==> src/rtl/sevenseg_scanner.sv <==
// Multiplexed hex 7-segment scanner: shadowed frame data, PWM brightness,
// per-digit enable, decimal points and leading-zero blanking.
module sevenseg_scanner #(
    parameter int NDIGITS    = 8,
    parameter int DIV        = 1024,
    parameter int BRIGHT_W   = 4,
    parameter int ACTIVE_LOW = 1
) (
    input  logic                   clk,
    input  logic                   Rst,
    input  logic [4*NDIGITS-1:0]   data,
    input  logic [NDIGITS-1:0]     dp_in,
    input  logic [NDIGITS-1:0]     digit_en,
    input  logic                   blank_lz,
    input  logic [BRIGHT_W-1:0]    brightness,
    output logic [NDIGITS-1:0]     an,
    output logic [6:0]             sev_out,
    output logic                   dp_out,
    output logic                   frame_done
);

    localparam int SUB   = DIV >> BRIGHT_W;
    localparam int SUB_W = (SUB > 1) ? $clog2(SUB) : 1;
    localparam int IDX_W = (NDIGITS > 1) ? $clog2(NDIGITS) : 1;

    localparam logic [SUB_W-1:0]    SUB_LAST = SUB_W'(SUB - 1);
    localparam logic [BRIGHT_W-1:0] SUB_IDX_LAST = {BRIGHT_W{1'b1}};
    localparam logic [IDX_W-1:0]    IDX_LAST = IDX_W'(NDIGITS - 1);
    localparam logic [NDIGITS-1:0]  AN_OFF   = (ACTIVE_LOW != 0) ? {NDIGITS{1'b1}} : {NDIGITS{1'b0}};
    localparam logic                DP_OFF   = (ACTIVE_LOW != 0);
    localparam logic [6:0]          SEG_OFF  = 7'h7F;

    function automatic logic [6:0] hex_to_seg(input logic [3:0] nib);
        logic [6:0] seg;
        case (nib)
            4'h0:    seg = 7'h01;
            4'h1:    seg = 7'h4F;
            4'h2:    seg = 7'h12;
            4'h3:    seg = 7'h06;
            4'h4:    seg = 7'h4C;
            4'h5:    seg = 7'h24;
            4'h6:    seg = 7'h20;
            4'h7:    seg = 7'h0F;
            4'h8:    seg = 7'h00;
            4'h9:    seg = 7'h04;
            4'hA:    seg = 7'h08;
            4'hB:    seg = 7'h60;
            4'hC:    seg = 7'h31;
            4'hD:    seg = 7'h42;
            4'hE:    seg = 7'h30;
            4'hF:    seg = 7'h38;
            default: seg = SEG_OFF;
        endcase
        return seg;
    endfunction

    // The slot prescaler is split into a sub-period counter and a sub-period
    // index so that cnt/SUB never needs a divider.
    logic [SUB_W-1:0]      sub_cnt_q, sub_cnt_d;
    logic [BRIGHT_W-1:0]   sub_idx_q, sub_idx_d;
    logic [IDX_W-1:0]      idx_q, idx_d;
    logic [4*NDIGITS-1:0]  shadow_data_q, shadow_data_d;
    logic [NDIGITS-1:0]    shadow_dp_q, shadow_dp_d;
    logic [NDIGITS-1:0]    shadow_en_q, shadow_en_d;
    logic [NDIGITS-1:0]    an_q, an_d;
    logic [6:0]            sev_q, sev_d;
    logic                  dp_q, dp_d;
    logic                  frame_done_q, frame_done_d;

    logic                  slot_end_s;
    logic                  frame_end_s;
    logic [3:0]            nib_s;
    logic                  en_s;
    logic                  dp_sel_s;
    logic                  zero_run_s;
    logic                  lz_blank_s;
    logic [NDIGITS-1:0]    onehot_s;
    logic                  lit_s;

    assign slot_end_s  = (sub_cnt_q == SUB_LAST) && (sub_idx_q == SUB_IDX_LAST);
    assign frame_end_s = slot_end_s && (idx_q == IDX_LAST);

    // Prescaler, digit index and frame-synchronous shadow capture.
    always_comb begin
        sub_cnt_d     = sub_cnt_q;
        sub_idx_d     = sub_idx_q;
        idx_d         = idx_q;
        shadow_data_d = shadow_data_q;
        shadow_dp_d   = shadow_dp_q;
        shadow_en_d   = shadow_en_q;
        if (sub_cnt_q == SUB_LAST) begin
            sub_cnt_d = {SUB_W{1'b0}};
            sub_idx_d = sub_idx_q + 1'b1;
        end else begin
            sub_cnt_d = sub_cnt_q + 1'b1;
        end
        if (slot_end_s) begin
            idx_d = (idx_q == IDX_LAST) ? {IDX_W{1'b0}} : idx_q + 1'b1;
        end else begin
            idx_d = idx_q;
        end
        if (frame_end_s) begin
            shadow_data_d = data;
            shadow_dp_d   = dp_in;
            shadow_en_d   = digit_en;
        end else begin
            shadow_data_d = shadow_data_q;
        end
    end

    // Select the current digit's shadow fields; scanning from the top digit
    // down tracks whether every nibble at or above it is zero.
    always_comb begin
        nib_s      = 4'h0;
        en_s       = 1'b0;
        dp_sel_s   = 1'b0;
        zero_run_s = 1'b1;
        lz_blank_s = 1'b0;
        onehot_s   = {NDIGITS{1'b0}};
        for (int i = NDIGITS - 1; i >= 0; i--) begin
            zero_run_s  = zero_run_s && (shadow_data_q[4*i +: 4] == 4'h0);
            onehot_s[i] = (idx_q == IDX_W'(i));
            nib_s       = onehot_s[i] ? shadow_data_q[4*i +: 4] : nib_s;
            en_s        = onehot_s[i] ? shadow_en_q[i] : en_s;
            dp_sel_s    = onehot_s[i] ? shadow_dp_q[i] : dp_sel_s;
            lz_blank_s  = onehot_s[i] ? (zero_run_s && (i != 0)) : lz_blank_s;
        end
    end

    // Output decode; the top sub-period can never satisfy sub_idx < brightness,
    // which keeps an anti-ghosting gap at the end of every slot.
    always_comb begin
        lit_s        = (sub_idx_q < brightness) && en_s && !(blank_lz && lz_blank_s);
        frame_done_d = frame_end_s;
        if (lit_s) begin
            an_d  = (ACTIVE_LOW != 0) ? ~onehot_s : onehot_s;
            sev_d = hex_to_seg(nib_s);
            dp_d  = dp_sel_s ? ~DP_OFF : DP_OFF;
        end else begin
            an_d  = AN_OFF;
            sev_d = SEG_OFF;
            dp_d  = DP_OFF;
        end
    end

    // State and output registers with synchronous reset.
    always_ff @(posedge clk) begin
        if (Rst) begin
            sub_cnt_q     <= {SUB_W{1'b0}};
            sub_idx_q     <= {BRIGHT_W{1'b0}};
            idx_q         <= {IDX_W{1'b0}};
            shadow_data_q <= {(4*NDIGITS){1'b0}};
            shadow_dp_q   <= {NDIGITS{1'b0}};
            shadow_en_q   <= {NDIGITS{1'b0}};
            an_q          <= AN_OFF;
            sev_q         <= SEG_OFF;
            dp_q          <= DP_OFF;
            frame_done_q  <= 1'b0;
        end else begin
            sub_cnt_q     <= sub_cnt_d;
            sub_idx_q     <= sub_idx_d;
            idx_q         <= idx_d;
            shadow_data_q <= shadow_data_d;
            shadow_dp_q   <= shadow_dp_d;
            shadow_en_q   <= shadow_en_d;
            an_q          <= an_d;
            sev_q         <= sev_d;
            dp_q          <= dp_d;
            frame_done_q  <= frame_done_d;
        end
    end

    assign an         = an_q;
    assign sev_out    = sev_q;
    assign dp_out     = dp_q;
    assign frame_done = frame_done_q;

endmodule

==> config.mk <==
export PLATFORM = sky130hd
export DESIGN_NAME = sevenseg_scanner
export DESIGN_NICKNAME = d
export VERILOG_FILES = /design/src/rtl/sevenseg_scanner.sv
export SDC_FILE = /design/constraint.sdc
export NUM_CORES = 1
export LEC_CHECK = 0
export CORE_ASPECT_RATIO = 0.8
export CORE_MARGIN = 2
export CORE_UTILIZATION = 30
export DETAILED_ROUTE_END_ITERATION = 8
export SYNTH_ARGS = -nofsm -noshare
export SYNTH_HDL_FRONTEND = slang
export SYNTH_SLANG_ARGS = --single-unit
==> constraint.sdc <==
create_clock -name clk -period 7.3 [get_ports clk]
set_input_delay 1.095 -clock clk [delete_from_list [all_inputs] [get_ports clk]]
set_output_delay 1.095 -clock clk [all_outputs]
set_load 0.1 [all_outputs]
==> summary.txt, run 1 <==
Clocking
  • CTS sink cnt: 78
  • Post-CTS Setup Repair Bufs: 0
  • Cts hold-fix bufs: 0
  • Resized Gates After CTS: 0
  • CTS max path bufs: 2
  • CTS root buffer: clkbuf_16
  • Clock transition at the registers of the reported paths: 0.06 ns
  • H-tree depth: 3
  • CTS tree: built
  • Clock latency on the worst-skew pair: 0.34 ns
  • Total CTS buffers: 9

Power and ir drop
  • Peak VDD IR: 0.0876 mV
  • Sw Ratio: 19.6%
  • Combinational Power Share: 4.5%
  • P per Cell Area: 197 mW/mm2
  • P_int: 0.736 mW
  • Clk pwr share: 48.7%
  • P_leak: 1.74 nW
  • Switching Power: 0.179 mW
  • Seq pwr share: 46.8%

Final layout
  • Multi-input logic area: 0.00182 mm2
  • Area growth from synthesis to layout: 31.3%
  • Final #Nets: 492
  • Layout cells sized above 1: 8.71%
  • Layout filler cell count: 1121
  • Flip-flop and latch area: 0.00156 mm2
  • Antenna Cells: 0

Worst setup path
  • CP Launch Type: flip-flop
  • Worst r2r path cells: 11
  • CP required: 7.49 ns
  • Crit path DAT: 3.91 ns
  • Critical path class: flip-flop to flip-flop
  • Flop2flop setup slack: 3.59 ns
  • Crit Path Max Fanout: 27
  • CP startpoint: idx_q[2]
  • Capture point of the worst reg-to-reg path: sev_out[3]
  • CP endpoint: sev_out[3]
  • Worst r2r src: idx_q[2]
  • Crit end category: flip-flop

Logic synthesis
  • Post-synthesis sequential area ratio: 44.2%
  • Number of synthesized flops with an enable pin: 0
  • Syn Std Cell Area: 0.00353 mm2
  • Ys Warns: 0
  • Syn Area/Cell: 9.83 um2
  • Syn Nets: 431
  • Post-Synthesis Cells: 359
  • Async SR Flop Fraction: 0%
  • #FFs+latches synth: 78
  • Ys flop type: dfxtp_1
  • Unique masters post-synth: 61

Global route
  • Vias in the first global route: 2797
  • Initial antenna violation count: 0
  • Pin count of the biggest net entering global routing: 50
  • Gr ovfl total: 0
  • Total GRT Usage: 15.0%
  • Global-route wire length before repair: 14600 um

STA
  • WHS: 0.467 ns
  • Clock Skews: 0.00600 ns
  • Final Hold Vio Count: 0
  • Slew Limit Fails: 0
  • RSZ-0062 raised after global routing: false
  • Min Clock Period, post-route: 3.71 ns
  • Final setup viols: 0
  • Fin crit share: 50.9%
  • F_max: 0.269 GHz
  • Worst-Margin Slew: 1.08 ns
  • Worst relative slew slack: 27.6%
  • Final TNS setup: 0 ns

Die
  • Die W: 125 um
  • Total Die Area: 0.0127 mm2
  • Starting Density: 30.8%
  • Std cell rows: 35
  • Placeable Area: 0.0115 mm2
  • Die Y: 101 um
  • # IOs: 72

Min path
  • Min-Delay Path Class: flip-flop to flip-flop

Placed design
  • Gpl congestion: 0.928
  • DP HPWL: 6790 um
  • IO Port Bufs: 71

Run
  • Max-Cap Viols: 0

Drt
  • Drt first-iter violations: 294
  • DR vias: 2928
  • Post-route DRC: 0
  • Routed WL: 9120 um
  • Via-to-Cell Ratio: 5.11
  • Antenna viol nets, final: 0
  • Routed length per instance: 15.9 um
  • DRT Pass-1 Iters: 4

Run status
  • Status: complete, no violations
==> power by group through the flow <==
| stage | Combinational [mW] | Clock [mW] | Sequential (mW) |
|---|---|---|---|
| 6_report | 0.0411 | 0.446 | 0.428 |
| 5_1_grt | 0.0439 | 0.477 | 0.428 |
| 4_1_cts | 0.0416 | 0.459 | 0.428 |
| 3_5_place_dp | 0.0417 | 0 | 0.437 |
| 3_3_place_gp | 0.0415 | 0 | 0.437 |
| 2_1_floorplan | 0.00798 | 0 | 0.437 |
==> worst max-delay path: stages, from the launching register on <==
cell and delay, ns:
dfxtp_1 0.92, inv_1 0.27, ha_1 0.44, inv_1 0.21, o221ai_1 0.13, a211oi_1 0.25
o22a_1 0.29, inv_1 0.12, ha_1 0.32, inv_1 0.04, mux4_2 0.43, nand2b_1 0.15
==> cells in the mapped netlist (2+ instances only) <==
library cell / instances / area share [%]
or2b_2: 2 / 0.50
buf_6: 2 / 0.64
inv_1: 14 / 1.5
o221ai_1: 3 / 0.74
ha_1: 17 / 6.0
mux2_2: 2 / 0.64
mux2i_1: 3 / 0.85
a21oi_1: 9 / 1.3
nor2_1: 25 / 2.7
o21ai_0: 9 / 1.3
nand3_1: 11 / 1.6
xnor2_1: 4 / 0.99
nor3_1: 4 / 0.57
o31a_1: 3 / 0.74
nand3_2: 2 / 0.57
a211oi_1: 6 / 1.3
nand2b_1: 9 / 1.6
and2_1: 2 / 0.35
dfxtp_1: 78 / 44
a22o_1: 48 / 12
nand2_1: 29 / 3.1
or2_2: 2 / 0.35
a21o_1: 2 / 0.43
o211ai_1: 4 / 0.85
and3_1: 2 / 0.35
nor2b_1: 2 / 0.35
nand4_1: 2 / 0.35
clkbuf_1: 5 / 0.53
o211ai_2: 2 / 0.71
xor2_1: 4 / 0.99
nor3b_1: 2 / 0.43
a31oi_1: 4 / 0.71
buf_2: 12 / 1.7
nor4_1: 5 / 0.89
nand3b_1: 2 / 0.43
o31ai_1: 2 / 0.43
==> how the worst min path moves through the flow <==
stage | start | endpoint | depth (start not counted)
5_1_grt | sub_cnt_q[0] | sub_cnt_q[0] | 1
4_1_cts | sub_cnt_q[0] | sub_cnt_q[0] | 1
2_1_floorplan | sub_cnt_q[0] | sub_cnt_q[0] | 1
6_report | sub_cnt_q[0] | sub_cnt_q[0] | 1
3_3_place_gp | sub_cnt_q[0] | sub_cnt_q[0] | 1
3_5_place_dp | sub_cnt_q[0] | sub_cnt_q[0] | 1
==> flip-flops by register name (all words and copies together), names as in the netlist <==
signal         cells
shadow_data_q     32
sev_out            7
idx_q              3
shadow_en_q        8
an                 8
sub_idx_q          4
shadow_dp_q        8
frame_done         1
dp_out             1
sub_cnt_q          6
==> metal layers <==
metal / part of all wire [%] / GRT usage [%]
met5: 0 / 0
met2: 42 / 21.4
met1: 51 / 20.6
met4: 1.8 / 5.73
met3: 5.8 / 5.52
==> final cells by class <==
cell class | count | area share [%]
Clock buffer | 12 | 5.53
Tap cell | 148 | 3.99
Timing Repair Buffer | 72 | 15.5
Inverter | 14 | 1.13
Multi-Input combinational cell | 245 | 39.2
Sequential cell | 78 | 33.7
Clock inverter | 4 | 0.972
==> cell families (layout without fill, tap and decap cells) <==
| logic type | after synthesis | count (layout) | synth area share, % |
|---|---|---|---|
| AO/OA/AOI/OAI | 107 | 107 | 25.2 |
| XOR/XNOR | 8 | 8 | 1.98 |
| adder cells (fa/ha/maj) | 17 | 17 | 6.03 |
| buffers and inverters | 36 | 102 | 4.82 |
| flip-flops | 78 | 78 | 44.2 |
| multiplexers | 6 | 6 | 2.13 |
| AND/OR/NAND/NOR | 107 | 107 | 15.6 |
==> stage by stage <==
step	setup WS [ns]	utilization, %	power, mW	cell area (um2)	instances
CTS	3.65	40.4	0.928	4640	573
global route	3.34	40.4	0.949	4640	573
global placement	3.43	37.8	0.479	4330	557
floorplan	4.39	-	0.445	3530	359
detailed placement	3.30	37.8	0.479	4330	557
finish	3.59	40.4	0.916	4640	573
==> layout by cell type, fill, tap and decap left out, drive strengths merged, types with 5 or more instances in the layout <==
cell	n
o21ai	10
nand2	30
nand2b	9
o211ai	6
a22o	48
nor2	26
nor4	5
a211oi	6
clkdlybuf4s50	71
a21oi	9
dfxtp	78
clkbuf	12
ha	17
nand3	13
inv	14
No activity file was read; power rests on OpenSTA's default activity.
==> run 2, diff against run 1 <==
Clock period 7.3 ns to 3.7 ns, I/O delays scaled along.
==> run 2 against run 1 <==
Critical path depth did not move. Highest routed layer unchanged. Clock power rose by 98%. Non-clock buffer count rose by 6. Via count rose by 1.3%. Count of clock-buffer cells in the layout did not move. Cell area rose by 1.2%. Sequential share of layout area fell by 0.41 points.
==> summary.txt, run 2 (synthesized netlist as in run 1, its figures left out) <==
Placed design
  • IO Port Bufs: 71
  • Placed cells: 563
  • Gpl congestion: 0.931
  • DP HPWL: 6890 um

STA
  • F_max: 0.326 GHz
  • Slew Limit Fails: 0
  • Final TNS setup: 0 ns
  • Final setup viols: 0
  • Worst-Margin Slew: 0.990 ns
  • Worst relative slew slack: 33.8%
  • RSZ-0062 raised after global routing: false
  • Min Clock Period, post-route: 3.07 ns
  • Clock Skews: 0.00760 ns
  • Final Hold Vio Count: 0
  • Fin crit share: 83.0%

Global route
  • Vias in the first global route: 2753
  • Initial antenna violation count: 0
  • Gr ovfl total: 0
  • Total GRT Usage: 14.8%
  • Global-route wire length before repair: 14600 um
  • Pin count of the biggest net entering global routing: 38

Final layout
  • Antenna Cells: 0
  • Commonest cells after routing, fill and taps aside: dfxtp_1 (78), clkdlybuf4s50_1 (71), a22o_1 (48)
  • Area growth from synthesis to layout: 33.0%
  • Non-filler cells, final: 579
  • Commonest non-fill, non-tap cell in the layout: dfxtp_1
  • Layout cells sized above 1: 9.98%
  • Largest register FFs: 32
  • Most flops, register: shadow_data_q
  • Final #Nets: 498
  • Layout filler cell count: 1125

Worst setup path
  • Most frequent cell on the critical path: inv_1
  • Crit end category: flip-flop
  • Cell chain of the critical path: inv_1, ha_1, o21a_1, nor2_1, a211oi_1, o22a_1, inv_1, ha_1, inv_1, mux4_2, nand2b_1
  • Crit Path Max Fanout: 13
  • Critical path class: flip-flop to flip-flop
  • Crit-path slowest cell: ha_1
  • CP max stage delay: 0.49 ns
  • Crit path DAT: 3.30 ns
  • Worst r2r src: idx_q[1]
  • Worst r2r path cells: 11
  • CP required: 3.93 ns
  • Capture point of the worst reg-to-reg path: sev_out[3]
  • Flop2flop setup slack: 0.63 ns
  • CP Launch Type: flip-flop

Clocking
  • CTS tree: built
  • Cts hold-fix bufs: 0
  • Post-CTS Setup Repair Bufs: 0
  • CTS sink cnt: 78
  • H-tree depth: 3
  • Resized Gates After CTS: 0
  • CTS root buffer: clkbuf_16
  • Clock latency on the worst-skew pair: 0.34 ns
  • Total CTS buffers: 9
  • CTS max path bufs: 2
  • Clock transition at the registers of the reported paths: 0.06 ns

Die
  • Starting Density: 30.8%
  • Std cell rows: 35
  • Die W: 125 um
  • Placeable Area: 0.0115 mm2
  • # IOs: 72
  • Total Die Area: 0.0127 mm2
  • Die Y: 101 um

Drt
  • Antenna viol nets, final: 0
  • DRT Pass-1 Iters: 5
  • Routed length per instance: 15.8 um
  • DR vias: 2966
  • Routed WL: 9160 um
  • Post-route DRC: 0
  • Drt first-iter violations: 289
  • Via-to-Cell Ratio: 5.12

Run
  • Max-Cap Viols: 0

Min path
  • Min-Delay Path Class: flip-flop to flip-flop
  • Hold endpoint: sub_cnt_q[0]
  • Min-delay src: sub_cnt_q[0]
  • Hold Crit Depth: 1

Power and ir drop
  • Peak VDD IR: 0.190 mV
  • P_leak: 1.78 nW
  • P per Cell Area: 386 mW/mm2

Run status
  • Status: complete, no violations
run 2: cell count changes in the layout (fill, tap and decap cells not counted):
| cell | previous run | this run |
|---|---|---|
| buf_12 | 0 | 1 |
| buf_4 | 1 | 6 |
run 2: cell type report:
| class | instances | area [um2] | area share, % |
|---|---|---|---|
| Sequential cell | 78 | 1560 | 33.3 |
| Tap cell | 148 | 185 | 3.95 |
| Inverter | 14 | 52.6 | 1.12 |
| Clock buffer | 12 | 256 | 5.47 |
| Timing Repair Buffer | 78 | 776 | 16.5 |
| Multi-Input combinational cell | 245 | 1820 | 38.7 |
| Clock inverter | 4 | 45.0 | 0.960 |
run 2: worst max path at each step:
stage                        startpoint          to
after floorplan                idx_q[0]  sev_out[3]
after global placement    brightness[1]  sev_out[2]
after detailed placement  brightness[1]  sev_out[4]
after CTS                      idx_q[1]  sev_out[3]
after global routing           idx_q[1]  sev_out[3]
final                          idx_q[1]  sev_out[3]
run 2: power by group:
part	switching (mW)	total, mW	internal (mW)
registers	0.00187	0.845	0.843
logic	0.0260	0.0819	0.0559
clock network	0.328	0.883	0.555
run 2: worst max-delay path, delay by kind of cell (launching register included):
kind | cells | cell delay, ns
buf+inv | 3 | 0.24
compound gates | 3 | 0.91
flops | 1 | 0.34
mux | 1 | 0.43
simple gates | 2 | 0.24
fa+ha+maj | 2 | 0.81
run 2: through the flow:
stage | cell area, um2 | setup WS, ns | hold WS, ns | utilization (%) | total power, mW
floorplan | 3530 | 0.969 | 0.432 | - | 0.878
finish | 4690 | 0.630 | 0.461 | 40.9 | 1.81
detailed placement | 4390 | 0.692 | 0.461 | 38.3 | 0.946
CTS | 4690 | 0.676 | 0.469 | 40.9 | 1.83
global route | 4690 | 0.446 | 0.489 | 40.9 | 1.87
global placement | 4390 | 0.733 | 0.443 | 38.3 | 0.945
run 2: per-layer routing:
metal / wire length [um] / part of all wire [%] / GRT usage, %
met3: 570 / 6.2 / 4.30
met1: 4600 / 50 / 20.4
met5: 0 / 0 / 0
met2: 3860 / 42 / 21.9
met4: 133 / 1.5 / 5.47
==> run 3, diff against run 2 <==
Clock period 3.7 ns to 3.18 ns, I/O delays scaled along.
==> run 3 against run 2 <==
Largest power group is now registers. Non-clock buffer count up 8. First-iteration DRC count down 1.4%. Via count up 0.74%.
==> summary.txt, run 3 (synthesized netlist as in run 1, its figures left out) <==
Worst setup path
  • Crit end category: flip-flop
  • Crit path DAT: 3.20 ns
  • CP max stage delay: 0.43 ns
  • CP startpoint: idx_q[1]
  • Crit-path slowest cell: mux4_2
  • Worst r2r src: idx_q[1]
  • Worst r2r path cells: 11
  • Flop2flop setup slack: 0.20 ns
  • Critical path class: flip-flop to flip-flop
  • CP required: 3.41 ns
  • Most frequent cell on the critical path: ha_1
  • Cell chain of the critical path: ha_1, ha_1, nand4bb_1, nor2_1, a211oi_1, o22a_1, inv_1, ha_1, inv_1, mux4_2, nand2b_1
  • Crit Path Max Fanout: 9
  • Capture point of the worst reg-to-reg path: sev_out[3]
  • CP Launch Type: flip-flop

STA
  • Worst-Margin Slew: 0.972 ns
  • Slew Limit Fails: 0
  • Final TNS setup: 0 ns
  • Worst relative slew slack: 35.0%
  • RSZ-0062 raised after global routing: false
  • F_max: 0.336 GHz
  • Fin crit share: 93.6%
  • Min Clock Period, post-route: 2.98 ns
  • Clock Skews: 0.00984 ns
  • Final setup viols: 0
  • Final Hold Vio Count: 0
  • Setup ws final: 0.202 ns

Placed design
  • Placed cells: 571
  • DP HPWL: 7000 um
  • Gpl congestion: 0.884
  • IO Port Bufs: 71
  • Pre-CTS WS: 0.250 ns

Die
  • Placeable Area: 0.0115 mm2
  • # IOs: 72
  • Starting Density: 30.8%
  • Std cell rows: 35
  • Die Y: 101 um
  • Total Die Area: 0.0127 mm2
  • Die W: 125 um

Clocking
  • CTS max path bufs: 2
  • Cts hold-fix bufs: 0
  • CTS tree: built
  • H-tree depth: 3
  • Post-CTS Setup Repair Bufs: 0
  • Clock latency on the worst-skew pair: 0.34 ns
  • Resized Gates After CTS: 0
  • CTS sink cnt: 78
  • Total CTS buffers: 9
  • Clock transition at the registers of the reported paths: 0.06 ns
  • CTS root buffer: clkbuf_16

Global route
  • Pin count of the biggest net entering global routing: 31
  • Vias in the first global route: 2974
  • Global-route wire length before repair: 15200 um
  • Total GRT Usage: 15.4%
  • Initial antenna violation count: 0
  • Gr ovfl total: 0

Run
  • Max-Cap Viols: 0

Drt
  • DR vias: 2988
  • Via-to-Cell Ratio: 5.09
  • Routed length per instance: 15.8 um
  • DRT Pass-1 Iters: 5
  • Post-route DRC: 0
  • Drt first-iter violations: 285
  • Antenna viol nets, final: 0
  • Routed WL: 9280 um

Min path
  • Min-delay src: sub_cnt_q[0]
  • Min-Delay Path Class: flip-flop to flip-flop
  • Hold Crit Depth: 1
  • Hold endpoint: sub_cnt_q[0]

Power and ir drop
  • P per Cell Area: 429 mW/mm2
  • Total power: 2.02 mW
  • Peak VDD IR: 0.243 mV
  • P_leak: 1.80 nW

Final layout
  • Area growth from synthesis to layout: 33.4%
  • Commonest cells after routing, fill and taps aside: dfxtp_1 (78), clkdlybuf4s50_1 (62), a22o_1 (48)
  • Non-filler cells, final: 587
  • Final #Nets: 506
  • Most flops, register: shadow_data_q
  • Commonest non-fill, non-tap cell in the layout: dfxtp_1
  • Antenna Cells: 0
  • Layout cells sized above 1: 13.7%
  • Largest register FFs: 32

Run status
  • Status: complete, no violations
-- run 3: cell count changes in the layout (fill, tap and decap cells not counted) --
| cell | change |
|---|---|
| buf_4 | +17 |
| bufinv_16 | -1 |
| clkbuf_8 | -1 |
| clkdlybuf4s50_1 | -9 |
| clkinv_2 | -1 |
| clkinv_4 | +2 |
| clkinvlp_4 | +1 |
-- run 3: critical path, delay by kind of cell (launching register included) --
family,cells,cell delay (ns)
adders and majority gates,3,0.86
AOI/OAI and AO/OA,2,0.62
buffers and inverters,2,0.16
and+or+nand+nor,3,0.42
DFF,1,0.37
muxes,1,0.43
-- run 3: how the worst max path moves through the flow --
| stage | to | cells after the start | slack [ns] |
|---|---|---|---|
| global route | sev_out[3] | 11 | 0.007 |
| global placement | sev_out[2] | 10 | 0.30 |
| floorplan | sev_out[3] | 13 | 0.45 |
| finish | sev_out[3] | 11 | 0.20 |
| detailed placement | sev_out[2] | 10 | 0.25 |
| CTS | sev_out[3] | 11 | 0.25 |
-- run 3: stage by stage --
step,instance area (um2),hold slack [ns],util [%]
after global routing,4710,0.470,41.0
final,4710,0.457,41.0
after floorplan,3530,0.432,-
after global placement,4430,0.449,38.6
after CTS,4710,0.460,41.0
after detailed placement,4430,0.448,38.6
-- run 3: metal layers --
layer	up-vias	global-route usage, %	share of wire [%]
li1	1483	-	-
met1	1404	21.2	50
met2	90	22.8	42
met3	11	4.62	6.6
met4	0	6.07	1.6
met5	-	0	0
-- run 3: final cells by class --
type | instances | area [um2]
clock inverters | 5 | 35.0
repair buffers | 86 | 813
multi-input cells | 245 | 1820
flip-flops and latches | 78 | 1560
fillers | 1136 | 6770
well taps | 148 | 185
inverters | 14 | 52.6
clock buffers | 11 | 243
-- run 3: power by group --
part,total [mW],internal [mW],switching [mW]
clock network,0.940,0.549,0.391
logic,0.0963,0.0657,0.0306
registers,0.983,0.980,0.00222
total,2.02,1.60,0.424
